==> src/rtl/ps2_calc_display_if.sv <==
// rtl/ps2_calc_display_if.sv - keypad result input and display/status outputs of the display stage
// The driver side presents the result word; the display side owns every output.
interface ps2_calc_display_if;
  logic [31:0] data_in;
  logic [6:0]  seg;
  logic [3:0]  an;
  logic        dp;
  logic [15:0] bcd_out;
  logic        ovf;
  logic        busy;

  modport master (
    output data_in,
    input  seg,
    input  an,
    input  dp,
    input  bcd_out,
    input  ovf,
    input  busy
  );

  modport slave (
    input  data_in,
    output seg,
    output an,
    output dp,
    output bcd_out,
    output ovf,
    output busy
  );
endinterface

==> src/rtl/ps2_calc_display.sv <==
// rtl/ps2_calc_display.sv - iterative binary-to-BCD conversion driving a 4-digit multiplexed 7-segment display
// Conversion is started in IDLE by a new valid value; the scan runs free of the converter.
module ps2_calc_display #(
  parameter int REFRESH_DIV = 50000
) (
  input logic                  clk,
  input logic                  rst,
  ps2_calc_display_if.slave    bus
);

  localparam int CW = (REFRESH_DIV > 2) ? $clog2(REFRESH_DIV) : 1;
  localparam logic [CW-1:0] REFRESH_LAST = CW'(REFRESH_DIV - 1);

  localparam logic [1:0] ST_IDLE  = 2'd0;
  localparam logic [1:0] ST_SHIFT = 2'd1;
  localparam logic [1:0] ST_DONE  = 2'd2;

  localparam logic [6:0] SEG_BLANK = 7'h7F;
  localparam logic [6:0] SEG_DASH  = 7'b0111111;

  logic [1:0]    state;
  logic [34:0]   shreg;
  logic [34:0]   shreg_next;
  logic [3:0]    iter;
  logic [14:0]   last_val;
  logic          shown;
  logic          done_seen;
  logic [CW-1:0] refresh_cnt;
  logic [1:0]    digit_idx;
  logic          trigger;
  logic [3:0]    nibble;
  logic          lead_blank;
  logic [6:0]    seg_next;

  function automatic logic [6:0] decode(input logic [3:0] d);
    case (d)
      4'd0:    decode = 7'b1000000;
      4'd1:    decode = 7'b1111001;
      4'd2:    decode = 7'b0100100;
      4'd3:    decode = 7'b0110000;
      4'd4:    decode = 7'b0011001;
      4'd5:    decode = 7'b0010010;
      4'd6:    decode = 7'b0000010;
      4'd7:    decode = 7'b1111000;
      4'd8:    decode = 7'b0000000;
      4'd9:    decode = 7'b0010000;
      default: decode = SEG_BLANK;
    endcase
  endfunction

  assign trigger  = (state == ST_IDLE) && bus.data_in[15] &&
                    (!shown || (bus.data_in[14:0] != last_val));
  assign bus.busy = (state != ST_IDLE);
  assign bus.dp   = 1'b1;

  // Add-3 on all five BCD nibbles, then shift the whole register left by one.
  always_comb begin
    logic [34:0] adj;
    adj = shreg;
    for (int i = 0; i < 5; i++) begin
      if (adj[15 + 4*i +: 4] >= 4'd5) begin
        adj[15 + 4*i +: 4] = adj[15 + 4*i +: 4] + 4'd3;
      end
    end
    shreg_next = {adj[33:0], 1'b0};
  end

  always_ff @(posedge clk or negedge rst) begin
    if (!rst) begin
      state       <= ST_IDLE;
      shreg       <= '0;
      iter        <= '0;
      last_val    <= '0;
      shown       <= 1'b0;
      done_seen   <= 1'b0;
      bus.bcd_out <= '0;
      bus.ovf     <= 1'b0;
    end else begin
      case (state)
        ST_IDLE: begin
          if (trigger) begin
            shreg    <= {20'b0, bus.data_in[14:0]};
            last_val <= bus.data_in[14:0];
            shown    <= 1'b1;
            iter     <= '0;
            state    <= ST_SHIFT;
          end
        end
        ST_SHIFT: begin
          shreg <= shreg_next;
          iter  <= iter + 4'd1;
          if (iter == 4'd14) begin
            state <= ST_DONE;
          end
        end
        ST_DONE: begin
          bus.bcd_out <= shreg[30:15];
          bus.ovf     <= (last_val > 15'd9999);
          done_seen   <= 1'b1;
          state       <= ST_IDLE;
        end
        default: state <= ST_IDLE;
      endcase
    end
  end

  always_ff @(posedge clk or negedge rst) begin
    if (!rst) begin
      refresh_cnt <= '0;
      digit_idx   <= '0;
    end else if (refresh_cnt == REFRESH_LAST) begin
      refresh_cnt <= '0;
      digit_idx   <= digit_idx + 2'd1;
    end else begin
      refresh_cnt <= refresh_cnt + 1'b1;
    end
  end

  // A digit above the units is blank when it and every higher digit are zero.
  always_comb begin
    nibble = bus.bcd_out[4*digit_idx +: 4];
    case (digit_idx)
      2'd3:    lead_blank = (bus.bcd_out[15:12] == 4'd0);
      2'd2:    lead_blank = (bus.bcd_out[15:8] == 8'd0);
      2'd1:    lead_blank = (bus.bcd_out[15:4] == 12'd0);
      default: lead_blank = 1'b0;
    endcase
    if (!shown || !done_seen) begin
      seg_next = SEG_BLANK;
    end else if (bus.ovf) begin
      seg_next = SEG_DASH;
    end else if (lead_blank) begin
      seg_next = SEG_BLANK;
    end else begin
      seg_next = decode(nibble);
    end
  end

  always_ff @(posedge clk or negedge rst) begin
    if (!rst) begin
      bus.seg <= SEG_BLANK;
      bus.an  <= 4'hF;
    end else begin
      bus.seg <= seg_next;
      bus.an  <= ~(4'b0001 << digit_idx);
    end
  end

endmodule

==> src/flat_wrapper.sv <==
// flat-port wrapper written by rule: the top's interface ports become plain ports
module ps2_calc_display_flat 
#(
  parameter int REFRESH_DIV = 50000
)
  (clk, rst, bus_data_in, bus_seg, bus_an, bus_dp, bus_bcd_out, bus_ovf, bus_busy);
  ps2_calc_display_if bus_i ();
  input logic clk;
  input logic rst;
  input wire logic [$bits(bus_i.data_in)-1:0] bus_data_in;
  output wire logic [$bits(bus_i.seg)-1:0] bus_seg;
  output wire logic [$bits(bus_i.an)-1:0] bus_an;
  output wire logic [$bits(bus_i.dp)-1:0] bus_dp;
  output wire logic [$bits(bus_i.bcd_out)-1:0] bus_bcd_out;
  output wire logic [$bits(bus_i.ovf)-1:0] bus_ovf;
  output wire logic [$bits(bus_i.busy)-1:0] bus_busy;
  assign bus_i.data_in = bus_data_in;
  assign bus_seg = bus_i.seg;
  assign bus_an = bus_i.an;
  assign bus_dp = bus_i.dp;
  assign bus_bcd_out = bus_i.bcd_out;
  assign bus_ovf = bus_i.ovf;
  assign bus_busy = bus_i.busy;
  ps2_calc_display #(.REFRESH_DIV(REFRESH_DIV)) u_core (.clk(clk), .rst(rst), .bus(bus_i));
endmodule
==> config.mk <==
export PLATFORM = sky130hd
export DESIGN_NAME = ps2_calc_display_flat
export DESIGN_NICKNAME = d
export VERILOG_FILES = /design/src/rtl/ps2_calc_display_if.sv /design/src/rtl/ps2_calc_display.sv /design/src/flat_wrapper.sv
export SDC_FILE = /design/constraint.sdc
export NUM_CORES = 1
export LEC_CHECK = 0
export CAP_MARGIN = 20
export CORE_AREA = 2 2 122 124
export DETAILED_ROUTE_END_ITERATION = 16
export DIE_AREA = 0 0 124 126
export MAX_ROUTING_LAYER = met4
export PLACE_DENSITY = 0.53
export SLEW_MARGIN = 20
export SYNTH_ARGS = -nofsm -noshare
export SYNTH_HDL_FRONTEND = slang
export SYNTH_SLANG_ARGS = --single-unit
export TNS_END_PERCENT = 50
==> constraint.sdc <==
create_clock -name clk -period 5.44 [get_ports clk]
set_input_delay 0.816 -clock clk [delete_from_list [all_inputs] [get_ports clk]]
set_output_delay 0.816 -clock clk [all_outputs]
set_load 0.02 [all_outputs]
# Word-level counts from Yosys, hierarchy flattened
# Memories as Yosys holds them, arrays and structs flattened.
# Index checks and enable logic that the tools add are counted.
# op_classes
n_addsub	8
magnitude_cmp	6
n_eq_ne	10
n_shift	2
muxes	17
bitwise	1
reduce_logical	15
# ops
op	n
$pmux 35 s2	1
$mux 35	1
$mux 7	3
$ge 4x3->1 const B	5
$mux 4	5
$add 16x1->16 const B	1
$add 4x2->4 const B	4
$eq 16x16->1 const B	1
$mux 16	1
$shiftx 16x5->4	1
$gt 15x14->1 const B	1
$ne 15x15->1	1
$logic_not 12->1	1
$logic_not 8->1	1
$pmux 4 s2	1
$eq 2x2->1 const B	3
$reduce_and 2->1	3
$add 4x1->4 const B	1
$eq 2x1->1 const B	2
$eq 4x4->1 const B	1
$logic_not 4->1	1
$mux 2	2
$ne 2x1->1 const B	2
$not 4->4	1
11 further kinds	15
# word_totals
register_bits	104
romBits	112
in_bits	34
output_inout_bits	30
word_cells	72
memories	1
# mem_list
memory	depth	word_bits	rd	rd_ports_with_merged_regs	wr	line_no	text
(no name shown)	16	7	1	0	0	ps2_calc_display.sv:36	case (d)

# Logic depth before layout (Yosys ltp)
# Gate-level depths: netlist (run 1).
# logic_depth
depth_word	5
depth_mapped	8

# Least setup slack after synthesis (run 1)
# OpenSTA, ideal clock, no wires.
# synth_path
path_kind	in2reg
startpoint	in bus_data_in[5]
endpoint	reg u_core.shreg[11]
setup_time_ns	0.064
arrival_ns	2.125
path_slack_ns	3.250
stages	6
path_buffers	1
cell_sequence	xnor2_1 -> nand4_1 -> or4_4 -> a21oi_4 -> buf_6 -> a221o_2
# synth_between
elab_chain_len	5
# synth_rtl
element	line_no	text
start, declared	flat_wrapper.sv:10	input wire logic [$bits(bus_i.data_in)-1:0] bus_data_in;
$ne 15x15->1	ps2_calc_display.sv:52	(!shown || (bus.data_in[14:0] != last_val));
$logic_or 1x1->1	ps2_calc_display.sv:52	
$logic_and 1x1->1	ps2_calc_display.sv:51	assign trigger = (state == ST_IDLE) && bus.data_in[15] &&
$ne 2x1->1 (no line)	n/a	
$reduce_and 2->1 (no line)	n/a	
end signal, assigned	ps2_calc_display.sv:82	shreg <= {20'b0, bus.data_in[14:0]};
end signal, assigned	ps2_calc_display.sv:90	shreg <= shreg_next;
end, declared	ps2_calc_display.sv:22	logic [34:0] shreg;
# No other way between the ends.
# A chain may end at the register's enable or synchronous reset.

# Worst setup path in the final report (run 1)
# layout_path
startpoint	in bus_data_in[3]
endpoint	reg u_core.shreg[15]
# Same word-level chain as after synthesis.

==> impl_metrics.ini, run 1 <==
[run_status]
outcome = completed

[cts]
cts_root_buffer = clkbuf_16
cts_made_buffers = 9
clkSlewWorstSetupHoldPaths_ns = 0.07
clock_latency_ns = 0.35
cts_setup_buffers = 0
ctsResizeCount = 0
h-tree-depth = 3
cts_tree = done
cts.sinks = 100
clock_tree.buffer_depth = 2
holdBufCountCts = 0

[timing]
hold_viol_final = 0
rsz0062_at_grt = no
setup_viol = 0
finalMaxSlewViolations = 0
setup_ws_ns = 2.67
fin_setup_tns_ns = 0
max_freq_mhz = 361
fin_crit_ns = 2.77
fin_skew_ns = 0.0104
period_share_pct = 50.9
tightest_slew_ns = 0.793
slew_headroom_pct = 47.1

[placed_design]
dpl.cell_count = 643
port_buffers = 46
gp_congestion = 0.774
placed_area_sq_um = 5570
place_ws_ns = 2.29
hpwl_um = 7220

[die]
dieHeight_um = 126
fp.dieW_um = 124
core_sq_um = 14300
pin_count = 64
row_count = 44
die_area_sq_um = 15600
start_util_pct = 34.1

[worst_setup_path]
critPathKind = in2reg
critical-path-slowest-cell = clkdlybuf4s50_1
cp_top_family = buffers and inverters
crit_path_start_kind = primary input
cp_slowest_stage_delay_ns = 0.56
crit_buf_inv = 3
path_max_fanout = 20
cpMostUsedCell = buf_16
cp_cell_sequence = clkdlybuf4s50_1 -> xnor2_1 -> nand4_1 -> nor4_1 -> nor2_4 -> buf_16 -> buf_16 -> o31ai_1
arrival_ns = 3.02
end_kind = register
required_ns = 5.70

[routing]
drc = 0
drtIter0Drc = 231
vias = 3352
wl_per_cell_um = 16.0
drt_pass1_iterations = 6
routed_wl_um = 10500
viasPerCell = 5.09
drtAntennaViolNets = 0

[grt]
track_usage_pct = 14.9
grt_max_degree = 61
grt_pass1_vias = 3394
grt.overflow.total = 0
antenna_found_initial = 0
grt_pass1_wl_um = 17500

[finish]
multi_input_area_sq_um = 2210
layout_commonest_cell = dfrtp_1
syn2layout_area_growth_pct = 20.3
postLayoutCellArea_sq_um = 5860
final_cell_mix = 89 x dfrtp_1, 45 x clkdlybuf4s50_1, 32 x mux2_2
ff_latch_area_sq_um = 2520
instances_no_fill = 659
fillers = 1366
finalNetCount = 525
diodes = 0
layout-drive-gt1-share_pct = 15.4

[synthesis]
syn_area_sq_um = 4870
yosys_warnings = 0
synth-main-ff-cell = dfrtp_1
synth_edf_count = 0
ys_types = 43
yosys.area.top_type_share_pct = 45.7
synth_top_area_cell = dfrtp_1
synth-seq-area-share_pct = 51.6
synth_area_leaders = dfrtp_1 46%, mux2_2 7.4%, dfstp_2 5.9%
syn-num-nets = 481
ys_seq_elements = 100
avgSynthCellArea_sq_um = 11.4
async_flop_share_pct = 100
netlist_instances = 426

[run]
drv_cap = 0

[power_and_ir_drop]
power.leakage_nw = 2.49
peakVddDrop_uv = 194
p_per_area_nw_per_um2 = 507

[hold_path]
worstHoldPathType = reg2reg
==> worst reg2reg max path, stage by stage, from the launching register on <==
cell,delay [ns]
dfrtp_1,0.40
xnor2_1,0.18
nand4_1,0.15
nor4_1,0.55
nor2_4,0.20
buf_16,0.22
buf_16,0.16
o31ai_1,0.24
==> synth_stat cells (4+ instances only) <==
library cell,number
and3_1,7
xor2_1,13
mux4_2,4
and2_1,17
dfstp_2,11
a31oi_1,4
o22ai_1,9
mux2_2,32
nor4b_1,5
nand3_1,7
ha_1,21
and4_1,4
nor2_1,22
nand2b_1,8
nand4_1,8
clkbuf_1,11
a221o_1,13
nand2_1,30
buf_2,5
a21oi_1,12
inv_1,19
dfrtp_1,89
o21ai_0,18
xnor2_1,26
==> cells by family after synthesis <==
family	after synthesis	synth area share (%)
buf+inv	38	3.29
fa+ha+maj	21	5.39
simple gates	122	13.4
flops	100	51.6
compound gates	66	9.37
xor+xnor	39	7.01
mux	39	9.88
other cells	1	0.0769
==> layout make-up <==
| cell class | instances | area share [%] |
|---|---|---|
| Tap cell | 184 | 3.93 |
| Multi-Input combinational cell | 288 | 37.6 |
| Inverter | 19 | 1.22 |
| Clock buffer | 11 | 3.97 |
| Clock inverter | 5 | 1.07 |
| Sequential cell | 100 | 42.9 |
| Timing Repair Buffer | 52 | 9.26 |
==> where the power goes <==
part	switching (W)	internal (W)	leakage (nW)	total, W
Sequential	0.000220	0.00100	1.25	0.00122
Clock	0.000285	0.000359	0.136	0.000643
Combinational	0.000550	0.000559	1.10	0.00111
==> stage by stage <==
stage | total power [W] | util (%) | hold WS, ns
CTS | 0.00302 | 41.0 | 0.476
finish | 0.00297 | 41.0 | 0.472
global route | 0.00319 | 41.0 | 0.497
floorplan | 0.00196 | - | 0.438
detailed placement | 0.00235 | 38.9 | 0.467
global placement | 0.00231 | 38.5 | 0.463
==> per-layer routing <==
| layer | up-vias | global-route usage [%] | wire length (um) |
|---|---|---|---|
| met5 | - | - | 0 |
| li1 | 1592 | - | - |
| met2 | 64 | 22.5 | 4920 |
| met3 | 10 | 4.30 | 447 |
| met4 | 0 | 5.02 | 174 |
| met1 | 1686 | 19.3 | 5010 |
==> flip-flops by register name, indices dropped and copies added (netlist names) <==
| register | flops |
|---|---|
| u_core.iter | 4 |
| u_core.bus.an | 4 |
| u_core.refresh_cnt | 16 |
| u_core.shown | 1 |
| u_core.digit_idx | 2 |
| u_core.bus.seg | 7 |
| u_core.bus.bcd_out | 16 |
| u_core.done_seen | 1 |
| u_core.last_val | 15 |
| u_core.state | 2 |
| u_core.bus.ovf | 1 |
| u_core.shreg | 31 |
==> path summary, 6_finish.rpt <==
kind                                            start                     to  slack (ns)  cells past startpoint
worst min-delay path            u_core.refresh_cnt[0]  u_core.refresh_cnt[0]        0.47                      1
max in group asynchronous                         rst      u_core.bus.seg[2]        3.84                      2
min in group asynchronous                         rst        u_core.shreg[8]        0.55                      1
worst max-delay path                   bus_data_in[3]       u_core.shreg[15]        2.67                      8
worst min register to register  u_core.refresh_cnt[0]  u_core.refresh_cnt[0]        0.47                      1
worst max register to register     u_core.last_val[6]       u_core.shreg[15]        3.25                      7
Note: power is estimated with default switching activity, not from simulation.
==> run 2: changes to the inputs <==
==> constraint.sdc (replaced) <==
create_clock -name clk -period 2.63 [get_ports clk]
set_input_delay 0.3945 -clock clk [delete_from_list [all_inputs] [get_ports clk]]
set_output_delay 0.3945 -clock clk [all_outputs]
set_load 0.02 [all_outputs]
==> run 2 against run 1 <==
  * The run now ends with hold timing left
  * Count of clock-buffer cells in the layout up 2
  * Sequential share of layout area down 0.36 points
  * Clock power up 99%
  * Via count down 0.87%
  * First-iteration DRC count down 31%
  * Utilization up 0.35 points
  * Die area unchanged
  * Critical endpoint is now u_core.last_val[7]
  * Largest cell class unchanged
==> impl_metrics.ini, run 2 (same netlist as run 1, synthesis figures left out) <==
[run_status]
outcome = complete, but fails checks
violations = hold timing

[grt]
grtUsageMet1_pct = 19.4
antenna_found_initial = 0
grt.overflow.total = 0
grt_pass1_vias = 3400
busiest_layer = met2
track_usage_pct = 14.8
use_met3_pct = 3.44
met2_usage_pct = 22.9
grt_max_degree = 38
grt_pass1_wl_um = 17400

[routing]
drtIter0Drc = 159
routed_wl_um = 10400
drt_pass1_iterations = 4
viasPerCell = 4.96
vias = 3323
drc = 0
drtAntennaViolNets = 0
wl_per_cell_um = 15.5

[worst_setup_path]
critPathKind = in2reg
end_kind = register
crit_path_start_kind = primary input
arrival_ns = 2.41
required_ns = 2.86
cp_cell_sequence = clkdlybuf4s50_1 -> xnor2_1 -> nand4_1 -> nor4_1 -> buf_4 -> nor2_4 -> buf_4 -> mux2_2
critical-path-slowest-cell = clkdlybuf4s50_1
cp_slowest_stage_delay_ns = 0.47
cpMostUsedCell = buf_4
cp_top_family = buffers and inverters
path_max_fanout = 22
worst-path-stages = 8
reg2reg_depth = 7
crit_buf_inv = 3

[timing]
tightest_slew_ns = 0.586
period_share_pct = 82.7
finalMaxSlewViolations = 0
fin_setup_tns_ns = 0
setup_viol = 0
rsz0062_at_grt = no
fin_skew_ns = 0.0105
slew_headroom_pct = 60.9
hold_viol_final = 2
fin_crit_ns = 2.18
max_freq_mhz = 460
holdWs_ns = -0.00447

[finish]
finalNetCount = 536
layout_commonest_cell = dfrtp_1
final_cell_mix = 89 x dfrtp_1, 45 x clkdlybuf4s50_1, 32 x mux2_2
layout-drive-gt1-share_pct = 17.5
top_regs = u_core.shreg (31), u_core.bus.bcd_out (16), u_core.refresh_cnt (16)
syn2layout_area_growth_pct = 21.3
ff_latch_area_sq_um = 2520
diodes = 0
fillers = 1410
largest_reg_flops = 31
postLayoutCellArea_sq_um = 5910
largest-register = u_core.shreg
multi_input_area_sq_um = 2210

[power_and_ir_drop]
peakVddDrop_uv = 486
power_w = 0.00612
p_per_area_nw_per_um2 = 1040
power.leakage_nw = 2.54

[die]
start_util_pct = 34.1
dieHeight_um = 126
pin_count = 64
die_area_sq_um = 15600
row_count = 44
core_sq_um = 14300
fp.dieW_um = 124

[cts]
cts_setup_buffers = 0
clock_latency_ns = 0.35
ctsResizeCount = 0
clock_tree.buffer_depth = 2
h-tree-depth = 3
clkSlewWorstSetupHoldPaths_ns = 0.07
cts_made_buffers = 9
holdBufCountCts = 0
cts_root_buffer = clkbuf_16
cts.sinks = 100
cts_tree = done

[placed_design]
gp_congestion = 0.789
port_buffers = 46
hpwl_um = 7410
placed_area_sq_um = 5620

[hold_path]
worstHoldPathType = in2async

[run]
drv_cap = 0
run 2: power by group:
group          switching, W  internal [W]  total [W]
logic               0.00115       0.00116    0.00231
clock network      0.000564      0.000718    0.00128
registers          0.000454       0.00207    0.00253
run 2: per-layer routing:
layer	wire length, um	share of wire [%]	vias to the layer above
li1	-	-	1615
met1	4980	48	1645
met2	4960	48	54
met3	332	3.2	9
met4	140	1.3	0
met5	0	0	-
run 2: final timing paths:
kind | start | slack [ns] | to
worst min register to register | u_core.refresh_cnt[0] | 0.47 | u_core.refresh_cnt[0]
min in group clk | u_core.refresh_cnt[0] | 0.47 | u_core.refresh_cnt[0]
max in group asynchronous | rst | 1.97 | u_core.bus.an[0]
worst max register to register | u_core.last_val[8] | 0.58 | u_core.last_val[7]
worst max-delay path | bus_data_in[13] | 0.45 | u_core.last_val[7]
worst min-delay path | rst | -0.004 | u_core.shreg[8]
run 2: through the flow:
| stage | worst slack [ns] | hold WS, ns | util (%) | instances |
|---|---|---|---|---|
| after CTS | 0.442 | 0.00900 | 41.3 | 670 |
| final | 0.455 | -0.00447 | 41.3 | 670 |
| after global routing | 0.343 | 0.0201 | 41.3 | 670 |
| after global placement | 0.111 | 0.390 | 39.3 | 654 |
| after floorplan | 0.829 | 0.0989 | - | 426 |
| after detailed placement | 0.0737 | 0.384 | 39.3 | 654 |
run 2: area by class of cell:
type | count | share of cell area (%)
timing repair buffer | 63 | 10.1
multi-input combinational | 288 | 37.3
tap | 184 | 3.89
clock inverter | 3 | 0.339
inverter | 19 | 1.21
clock buffer | 13 | 4.57
sequential | 100 | 42.6
